`config.mk`:
```
export PLATFORM = sky130hd
export DESIGN_NAME = food_vend_ctrl
export DESIGN_NICKNAME = d
export VERILOG_FILES = /design/src/rtl/food_vend_ctrl.sv
export SDC_FILE = /design/constraint.sdc
export NUM_CORES = 1
export LEC_CHECK = 0
export ABC_AREA = 0
export CORE_MARGIN = 8
export CORE_UTILIZATION = 54
export CTS_CLUSTER_DIAMETER = 50
export DETAILED_ROUTE_END_ITERATION = 10
export PLACE_DENSITY = 0.81
export SYNTH_ARGS = -nofsm -noshare
export SYNTH_HDL_FRONTEND = slang
export SYNTH_SLANG_ARGS = --single-unit
export TNS_END_PERCENT = 50
```
`constraint.sdc`:
```
create_clock -name clk -period 4.4 [get_ports clk]
set_input_delay 0.88 -clock clk [delete_from_list [all_inputs] [get_ports clk]]
set_output_delay 0.88 -clock clk [all_outputs]
set_load 0.03 [all_outputs]
```
`src/rtl/food_vend_ctrl.sv`:
```
// Vending controller: coin credit accumulation, priced selection, dispense handshake and unit-by-unit change return.
// Optional per-item stock counting and sold_out output are enabled with `define FOOD_STOCK_COUNT_EN.
module food_vend_ctrl #(
  parameter int unsigned PRICE0     = 5,
  parameter int unsigned PRICE1     = 7,
  parameter int unsigned PRICE2     = 10,
  parameter int unsigned PRICE3     = 12,
  parameter int unsigned STOCK_INIT = 3
) (
  input  logic       clk,
  input  logic       rst,
  input  logic       coin_valid,
  input  logic [3:0] coin_val,
  input  logic       sel_valid,
  input  logic [1:0] sel_item,
  input  logic       cancel,
  input  logic       disp_done,
  output logic [7:0] credit,
  output logic       disp_req,
  output logic [1:0] disp_item,
  output logic       change_pulse,
  output logic       busy,
  output logic       err_funds,
`ifdef FOOD_STOCK_COUNT_EN
  output logic       coin_reject,
  output logic       sold_out
`else
  output logic       coin_reject
`endif
);

  localparam logic [1:0] IDLE     = 2'd0;
  localparam logic [1:0] CREDIT   = 2'd1;
  localparam logic [1:0] DISPENSE = 2'd2;
  localparam logic [1:0] CHANGE   = 2'd3;

  logic [1:0] state_q, state_d;
  logic [7:0] credit_q, credit_d;
  logic       disp_req_q, disp_req_d;
  logic [1:0] disp_item_q, disp_item_d;
  logic       entry_q, entry_d;
  logic       err_funds_q, err_funds_d;
  logic       coin_reject_q, coin_reject_d;

  logic [8:0] coin_sum;
  logic       coin_ok;
  logic [8:0] credit_pre;
  logic [8:0] price;
  logic [1:0] rest_state;

`ifdef FOOD_STOCK_COUNT_EN
  logic [3:0] stock_q [4];
  logic [3:0] stock_d [4];
  logic       sold_out_q, sold_out_d;
`endif

  function automatic logic [8:0] price_of(input logic [1:0] idx);
    case (idx)
      2'd0:    price_of = 9'(PRICE0);
      2'd1:    price_of = 9'(PRICE1);
      2'd2:    price_of = 9'(PRICE2);
      default: price_of = 9'(PRICE3);
    endcase
  endfunction

  assign coin_sum   = {1'b0, credit_q} + 9'(coin_val);
  assign coin_ok    = coin_valid && (coin_val != '0) && !coin_sum[8];
  assign credit_pre = coin_ok ? coin_sum : {1'b0, credit_q};
  assign price      = price_of(sel_item);
  assign rest_state = (credit_pre != '0) ? CREDIT : IDLE;

  always_comb begin
    state_d       = state_q;
    credit_d      = credit_q;
    disp_req_d    = disp_req_q;
    disp_item_d   = disp_item_q;
    entry_d       = 1'b0;
    err_funds_d   = 1'b0;
    coin_reject_d = 1'b0;
`ifdef FOOD_STOCK_COUNT_EN
    sold_out_d    = 1'b0;
    stock_d       = stock_q;
`endif
    case (state_q)
      IDLE, CREDIT: begin
        coin_reject_d = coin_valid && !coin_ok;
        credit_d      = credit_pre[7:0];
        state_d       = rest_state;
        // Price check uses the pre-coin credit; an accepted coin still lands in the result.
        if (cancel) begin
          if (state_q == CREDIT) state_d = CHANGE;
        end else if (sel_valid) begin
`ifdef FOOD_STOCK_COUNT_EN
          if (stock_q[sel_item] == '0) begin
            sold_out_d = 1'b1;
          end else
`endif
          if ({1'b0, credit_q} >= price) begin
            credit_d    = 8'(credit_pre - price);
            disp_req_d  = 1'b1;
            disp_item_d = sel_item;
            entry_d     = 1'b1;
            state_d     = DISPENSE;
          end else begin
            err_funds_d = 1'b1;
          end
        end
      end
      DISPENSE: begin
        coin_reject_d = coin_valid;
        if (!entry_q && disp_done) begin
          disp_req_d = 1'b0;
          state_d    = (credit_q != '0) ? CHANGE : IDLE;
`ifdef FOOD_STOCK_COUNT_EN
          stock_d[disp_item_q] = stock_q[disp_item_q] - 4'd1;
`endif
        end
      end
      CHANGE: begin
        coin_reject_d = coin_valid;
        credit_d      = (credit_q != '0) ? credit_q - 8'd1 : '0;
        if (credit_q <= 8'd1) state_d = IDLE;
      end
      default: state_d = IDLE;
    endcase
  end

  always_ff @(posedge clk or posedge rst) begin
    if (rst) begin
      state_q       <= IDLE;
      credit_q      <= '0;
      disp_req_q    <= 1'b0;
      disp_item_q   <= '0;
      entry_q       <= 1'b0;
      err_funds_q   <= 1'b0;
      coin_reject_q <= 1'b0;
    end else begin
      state_q       <= state_d;
      credit_q      <= credit_d;
      disp_req_q    <= disp_req_d;
      disp_item_q   <= disp_item_d;
      entry_q       <= entry_d;
      err_funds_q   <= err_funds_d;
      coin_reject_q <= coin_reject_d;
    end
  end

`ifdef FOOD_STOCK_COUNT_EN
  always_ff @(posedge clk or posedge rst) begin
    if (rst) begin
      sold_out_q <= 1'b0;
      for (int unsigned i = 0; i < 4; i++) stock_q[i] <= 4'(STOCK_INIT);
    end else begin
      sold_out_q <= sold_out_d;
      stock_q    <= stock_d;
    end
  end

  assign sold_out = sold_out_q;
`endif

  assign credit       = credit_q;
  assign disp_req     = disp_req_q;
  assign disp_item    = disp_item_q;
  assign change_pulse = (state_q == CHANGE);
  assign busy         = (state_q == DISPENSE) || (state_q == CHANGE);
  assign err_funds    = err_funds_q;
  assign coin_reject  = coin_reject_q;

endmodule

```
==> out/metrics.cfg, run 1 <==
[worst_setup_path]
crit_path_end_kind = register
startpoint_type = input port
arrival_ns = 4.45
r2r_slack_ns = 0.65
crit_chain = clkdlybuf4s50_1 > ha_1 > fa_1 > nand3_1 > a21oi_1 > nor2_1 > mux2i_1 > ha_1 > inv_1 > fa_1 > a21o_1 > a211oi_2 > a31oi_1 > o31a_1
cpPeakStageDelay_ns = 0.45
crit_type = input port to register
cp_data_required_time_ns = 4.59
slowest_stage = clkdlybuf4s50_1
crit_fanout = 4

[job]
drv_cap = 0

[sta]
skew_ns = 0.00473
hold_violations = 0
min_period_ns = 4.26
tightest_slew_ns = 0.764
fmax_mhz = 235
rsz0062_at_grt = false
slew_viol_final = 0
period_share = 0.968
slew_headroom = 0.485
fin_ws_ns = 0.141
finalSetupViolations = 0

[min_path]
min_path_type = register to register

[pwr]
comb_power_share = 0.690
power_switching_w = 0.000729
pwr-share-clk = 0.071
p_int_w = 0.000700
p_seq_frac = 0.239
power_density_mw_per_mm2 = 719
vdd_drop_max_uv = 421
totalPowerFinal_w = 0.00143
p_leak_nw = 0.873
p_sw_frac = 0.510

[logic_synthesis]
yosysMostFrequentCell = ha_1
ys_async_sr_fraction = 1.00
synth_edf_count = 0
synth-main-ff-cell = dfrtp_1
synth_commonest_cells = ha_1 (18), dfrtp_1 (16), a21oi_1 (14), nor2_1 (11), nand2_1 (10)
synth_area_mm2 = 0.00166
avgSynthCellArea_um2 = 9.34
ys.warnings.count = 0
syn-num-nets = 210
yosysTopAreaCellShare = 0.241
yosysUniqueCellTypes = 53
synth_area_leaders = dfrtp_1 (24%), ha_1 (14%), mux2i_1 (4.8%)
seq_area_frac_synth = 0.241
ys_seq_elements = 16
syn_inst = 178
yosys.area.top_type = dfrtp_1

[layout]
drive_above_1_share = 0.132
register_area_um2 = 400
finalCoreUtilization = 0.662
area_growth_pct = 19.6
multi_input_area_mm2 = 0.00119
antenna_cells = 0
layout.nets = 237
final_area_mm2 = 0.00199
fillers = 258

[clocking]
path_clk_slew_ns = 0.10
insertion_delay_ns = 0.29
clock-root-buffer = clkbuf_4
cts_tree = done
ctsResizeCount = 0
cts_num_sinks = 16
cts_buffers = 3
clk_path_buf_depth = 2
cts_setup_buffers = 0
ctsHoldBuffers = 0
htreeDepth = 1

[placement]
place_area_mm2 = 0.00195
hpwl_um = 3360
gp_congestion = 0.889
port_buffers = 26
preCtsSetupSlack_ns = -0.152

[global_routing]
track_usage = 0.171
grt_pass1_wl_um = 7120
grt_max_degree = 23
antenna_found_initial = 0
grt-ovfl-total = 0
grt_pass1_vias = 1507

[floorplan]
die-area_mm2 = 0.00511
start_util = 0.554
fp.dieW_um = 71.5
num_rows = 20
die_h_um = 71.5
num_io_pins = 27
core_area_mm2 = 0.00300

[routing]
drcViolationCount = 0
totalWireLength_um = 4200
ant_nets = 0
drtIter0Drc = 122
wl_per_cell_um = 17.7
drtPass1Iterations = 4
vias = 1494
routed_via_density = 6.30

[status]
outcome = finished clean

power by group through the flow:
stage	registers (W)	clock network [W]	logic [W]
finish	0.000342	0.000101	0.000986
global route	0.000363	0.000109	0.00108
CTS	0.000340	0.000102	0.000986
detailed placement	0.000343	0	0.000980
global placement	0.000338	0	0.000941
floorplan	0.000354	0	0.000692
area by class of cell:
| type | instances | area share |
|---|---|---|
| timing repair buffer | 30 | 0.146 |
| inverter | 8 | 0.0151 |
| sequential | 16 | 0.201 |
| clock buffer | 4 | 0.0183 |
| tap | 33 | 0.0208 |
| multi-input combinational | 146 | 0.598 |
sequential cells by signal (all words and copies together), names as in the netlist:
name and count:
coin_reject 1, err_funds 1, disp_item 2, state_q 2, credit 8, entry_q 1
disp_req 1
logic make-up (layout without fill, tap and decap cells):
family	Yosys count	count (layout)	share of synthesized area
compound gates	47	47	0.225
fa+ha+maj	20	20	0.160
buf+inv	16	42	0.0436
xor+xnor	8	8	0.0421
mux	15	15	0.0993
simple gates	56	56	0.190
flops	16	16	0.241
layer usage:
metal,vias to the layer above,global-route usage,share of wire
li1,719,-,-
met3,12,0.0418,0.054
met4,0,0.0567,0.029
met2,48,0.296,0.49
met1,715,0.200,0.42
met5,-,0,0
cell usage in the layout, fill, tap and decap left out, types with 3 or more instances in the layout:
| cell type | netlist | layout |
|---|---|---|
| a21o_1 | 3 | 3 |
| a21oi_1 | 14 | 14 |
| a31oi_1 | 3 | 3 |
| buf_4 | 1 | 4 |
| clkbuf_4 | 0 | 3 |
| clkdlybuf4s50_1 | 0 | 26 |
| dfrtp_1 | 16 | 16 |
| ha_1 | 18 | 18 |
| inv_1 | 8 | 8 |
| mux2_2 | 5 | 5 |
| mux2i_1 | 8 | 8 |
| nand2_1 | 10 | 10 |
| nand2b_1 | 4 | 4 |
| nand3_1 | 6 | 6 |
| nor2_1 | 11 | 11 |
| nor2b_1 | 5 | 5 |
| nor3_1 | 5 | 5 |
| nor4_1 | 3 | 3 |
| o21ai_0 | 5 | 5 |
| xnor2_1 | 3 | 3 |
| xor2_1 | 5 | 5 |
worst max-delay path: cells and delay by family:
kind	cells	cell delay, ns
fa+ha+maj	4	1.29
mux	1	0.35
compound gates	5	0.99
simple gates	2	0.43
buf+inv	2	0.51
worst paths after layout:
check,startpoint,to,cells past startpoint
min in group asynchronous,rst,disp_req,2
worst min register to register,disp_item[1],disp_item[1],1
worst max register to register,credit[0],credit[6],13
worst max-delay path,coin_val[0],credit[6],14
worst min-delay path,disp_item[1],disp_item[1],1
max in group asynchronous,rst,entry_q,2
stage by stage:
step	instances	TNS, ns	hold slack [ns]
finish	237	0	0.528
global route	237	0	0.566
CTS	237	0	0.537
detailed placement	233	-0.195	0.508
global placement	233	0	0.494
floorplan	178	0	0.573
Power figures use the tool's default switching activity.
==> inputs of run 2 (changes only) <==
REMOVE_ABC_BUFFERS = 1   (was unset)
==> out/metrics.cfg, run 2 (synthesis gave the netlist of run 1 again) <==
[pwr]
power_switching_w = 0.000742  ; +1.8%
comb_power_share = 0.700  ; +0.010
p_leak_nw = 0.876  ; +0.33%
vdd_drop_max_uv = 357  ; -15%
power_density_mw_per_mm2 = 721  ; +0.32%
p_sw_frac = 0.517  ; +0.00713
pwr-share-clk = 0.056  ; -0.015
p_seq_frac = 0.243  ; +0.004
p_int_w = 0.000692  ; -1.1%

[clocking]
ctsHoldBuffers = 0  ; unchanged
cts_num_sinks = 16  ; unchanged
htreeDepth = 1  ; unchanged
clock-root-buffer = clkbuf_4
cts_setup_buffers = 0  ; unchanged
path_clk_slew_ns = 0.10  ; about the same
insertion_delay_ns = 0.29  ; about the same
clk_path_buf_depth = 2  ; unchanged
ctsResizeCount = 0  ; unchanged
cts_buffers = 3  ; unchanged
cts_tree = done

[global_routing]
grt-ovfl-total = 0  ; unchanged
antenna_found_initial = 0  ; unchanged
grt_pass1_wl_um = 7340  ; +3.1%
grt_pass1_vias = 1574  ; +4.4%
track_usage = 0.179  ; +0.00862
grt_max_degree = 23  ; unchanged

[min_path]
hold_path_depth = 1  ; unchanged
min_path_type = register to register
holdPathEnd = disp_item[0]
hp-start = disp_item[0]

[floorplan]
num_rows = 20  ; unchanged
fp.dieW_um = 71.5  ; unchanged
num_io_pins = 27  ; unchanged
die-area_mm2 = 0.00511  ; unchanged
start_util = 0.554  ; unchanged
core_area_mm2 = 0.00300  ; unchanged
die_h_um = 71.5  ; unchanged

[worst_setup_path]
r2r_end = credit[7]
crit_chain = clkdlybuf4s50_1 > ha_1 > fa_1 > nand3_1 > a21oi_1 > nor2_1 > mux2_2 > ha_1 > nor2b_1 > o21a_1 > o21ai_0 > and4b_4 > a31oi_1 > o31ai_2
slowest_stage = clkdlybuf4s50_1
crit_fanout = 4  ; unchanged
ff2ff_path_depth = 13  ; unchanged
crit_path_end_kind = register
cpMostUsedCell = ha_1
cpPeakStageDelay_ns = 0.44  ; about the same
startpoint_type = input port
cp_data_required_time_ns = 4.61  ; +0.02 ns
reg2reg_from = credit[0]
r2r_slack_ns = 0.77  ; +0.12 ns
crit_type = input port to register
arrival_ns = 4.31  ; -0.14 ns

[layout]
area_growth_pct = 19.6  ; about the same
layout_commonest_cell = clkdlybuf4s50_1
layout.nets = 239  ; +0.84%
drive_above_1_share = 0.137  ; +0.00423
finalCoreUtilization = 0.663  ; about the same
antenna_cells = 0  ; unchanged
final_cell_mix = clkdlybuf4s50_1 (26), ha_1 (18), dfrtp_1 (16)
largest_register_ffs = 8  ; unchanged
fillers = 249  ; -3.5%

[routing]
routed_via_density = 6.33  ; +0.38%
wl_per_cell_um = 18.3  ; +3.0%
drcViolationCount = 0  ; unchanged
drtPass1Iterations = 5  ; +1
totalWireLength_um = 4340  ; +3.5%
top_layer_used = met4
met1_length_um = 1830  ; +2.4%
vias = 1506  ; +0.80%
drtIter0Drc = 148  ; +21%
wl_met3_um = 275  ; +21%
ant_nets = 0  ; unchanged
wl_met2_um = 2180  ; +5.6%

[sta]
skew_ns = 0.000827  ; -0.00390 ns
hold_violations = 0  ; unchanged
rsz0062_at_grt = false
slew_viol_final = 0  ; unchanged
period_share = 0.934  ; -0.0343
tightest_slew_ns = 0.761  ; -0.00364 ns
fmax_mhz = 243  ; +3.7%
min_period_ns = 4.11  ; -0.151 ns
slew_headroom = 0.493  ; +0.00781
finalSetupViolations = 0  ; unchanged
tns_ns = 0  ; unchanged

[placement]
hpwl_um = 3430  ; +2.1%
port_buffers = 26  ; unchanged
gp_congestion = 0.907  ; +2.0%

[job]
drv_cap = 0  ; unchanged

[status]
outcome = finished clean

-- run 2: area by class of cell --
| type | count | area (um2) | area share |
|---|---|---|---|
| timing repair buffer | 32 | 305 | 0.153 |
| sequential | 16 | 400 | 0.201 |
| clock buffer | 3 | 22.5 | 0.0113 |
| inverter | 8 | 30.0 | 0.0151 |
| multi-input combinational | 146 | 1190 | 0.598 |
| tap | 33 | 41.3 | 0.0208 |
-- run 2: worst max path at each step --
| stage | from | cells past startpoint | to |
|---|---|---|---|
| 6_report | coin_val[0] | 14 | credit[7] |
| 5_1_grt | coin_val[0] | 15 | credit[4] |
| 4_1_cts | coin_val[0] | 14 | credit[7] |
| 3_5_place_dp | coin_val[0] | 14 | credit[7] |
| 3_3_place_gp | coin_val[0] | 14 | credit[7] |
| 2_1_floorplan | coin_val[0] | 13 | credit[6] |
-- run 2: power groups by stage --
stage / combinational, W / clock, W / sequential, W
after global placement: 0.000952 / 0 / 0.000341
after CTS: 0.00100 / 0.0000834 / 0.000345
after floorplan: 0.000615 / 0 / 0.000402
after detailed placement: 0.000994 / 0 / 0.000348
after global routing: 0.00109 / 0.0000896 / 0.000364
final: 0.00100 / 0.0000807 / 0.000349
-- run 2: critical path, delay by kind of cell --
family                   cells  cell delay, ns
AO/OA/AOI/OAI                5            0.82
adder cells (fa/ha/maj)      3            0.95
buffers and inverters        1            0.44
multiplexers                 1            0.42
AND/OR/NAND/NOR              4            0.80
-- run 2: per-layer routing --
metal / global-route usage / up-vias
li1: - / 717
met1: 0.193 / 717
met2: 0.328 / 64
met3: 0.0432 / 8
met4: 0.0703 / 0
met5: 0 / -
-- run 2: stage by stage --
stage | instances | area, um2 | hold slack [ns] | power [W] | setup WS, ns
after floorplan | 170 | 1620 | 0.625 | 0.00102 | 0.523
after global placement | 235 | 1970 | 0.495 | 0.00129 | 0.192
after detailed placement | 235 | 1970 | 0.503 | 0.00134 | 0.000817
after CTS | 238 | 1990 | 0.529 | 0.00143 | 0.314
after global routing | 238 | 1990 | 0.546 | 0.00154 | 0.117
final | 238 | 1990 | 0.523 | 0.00143 | 0.292
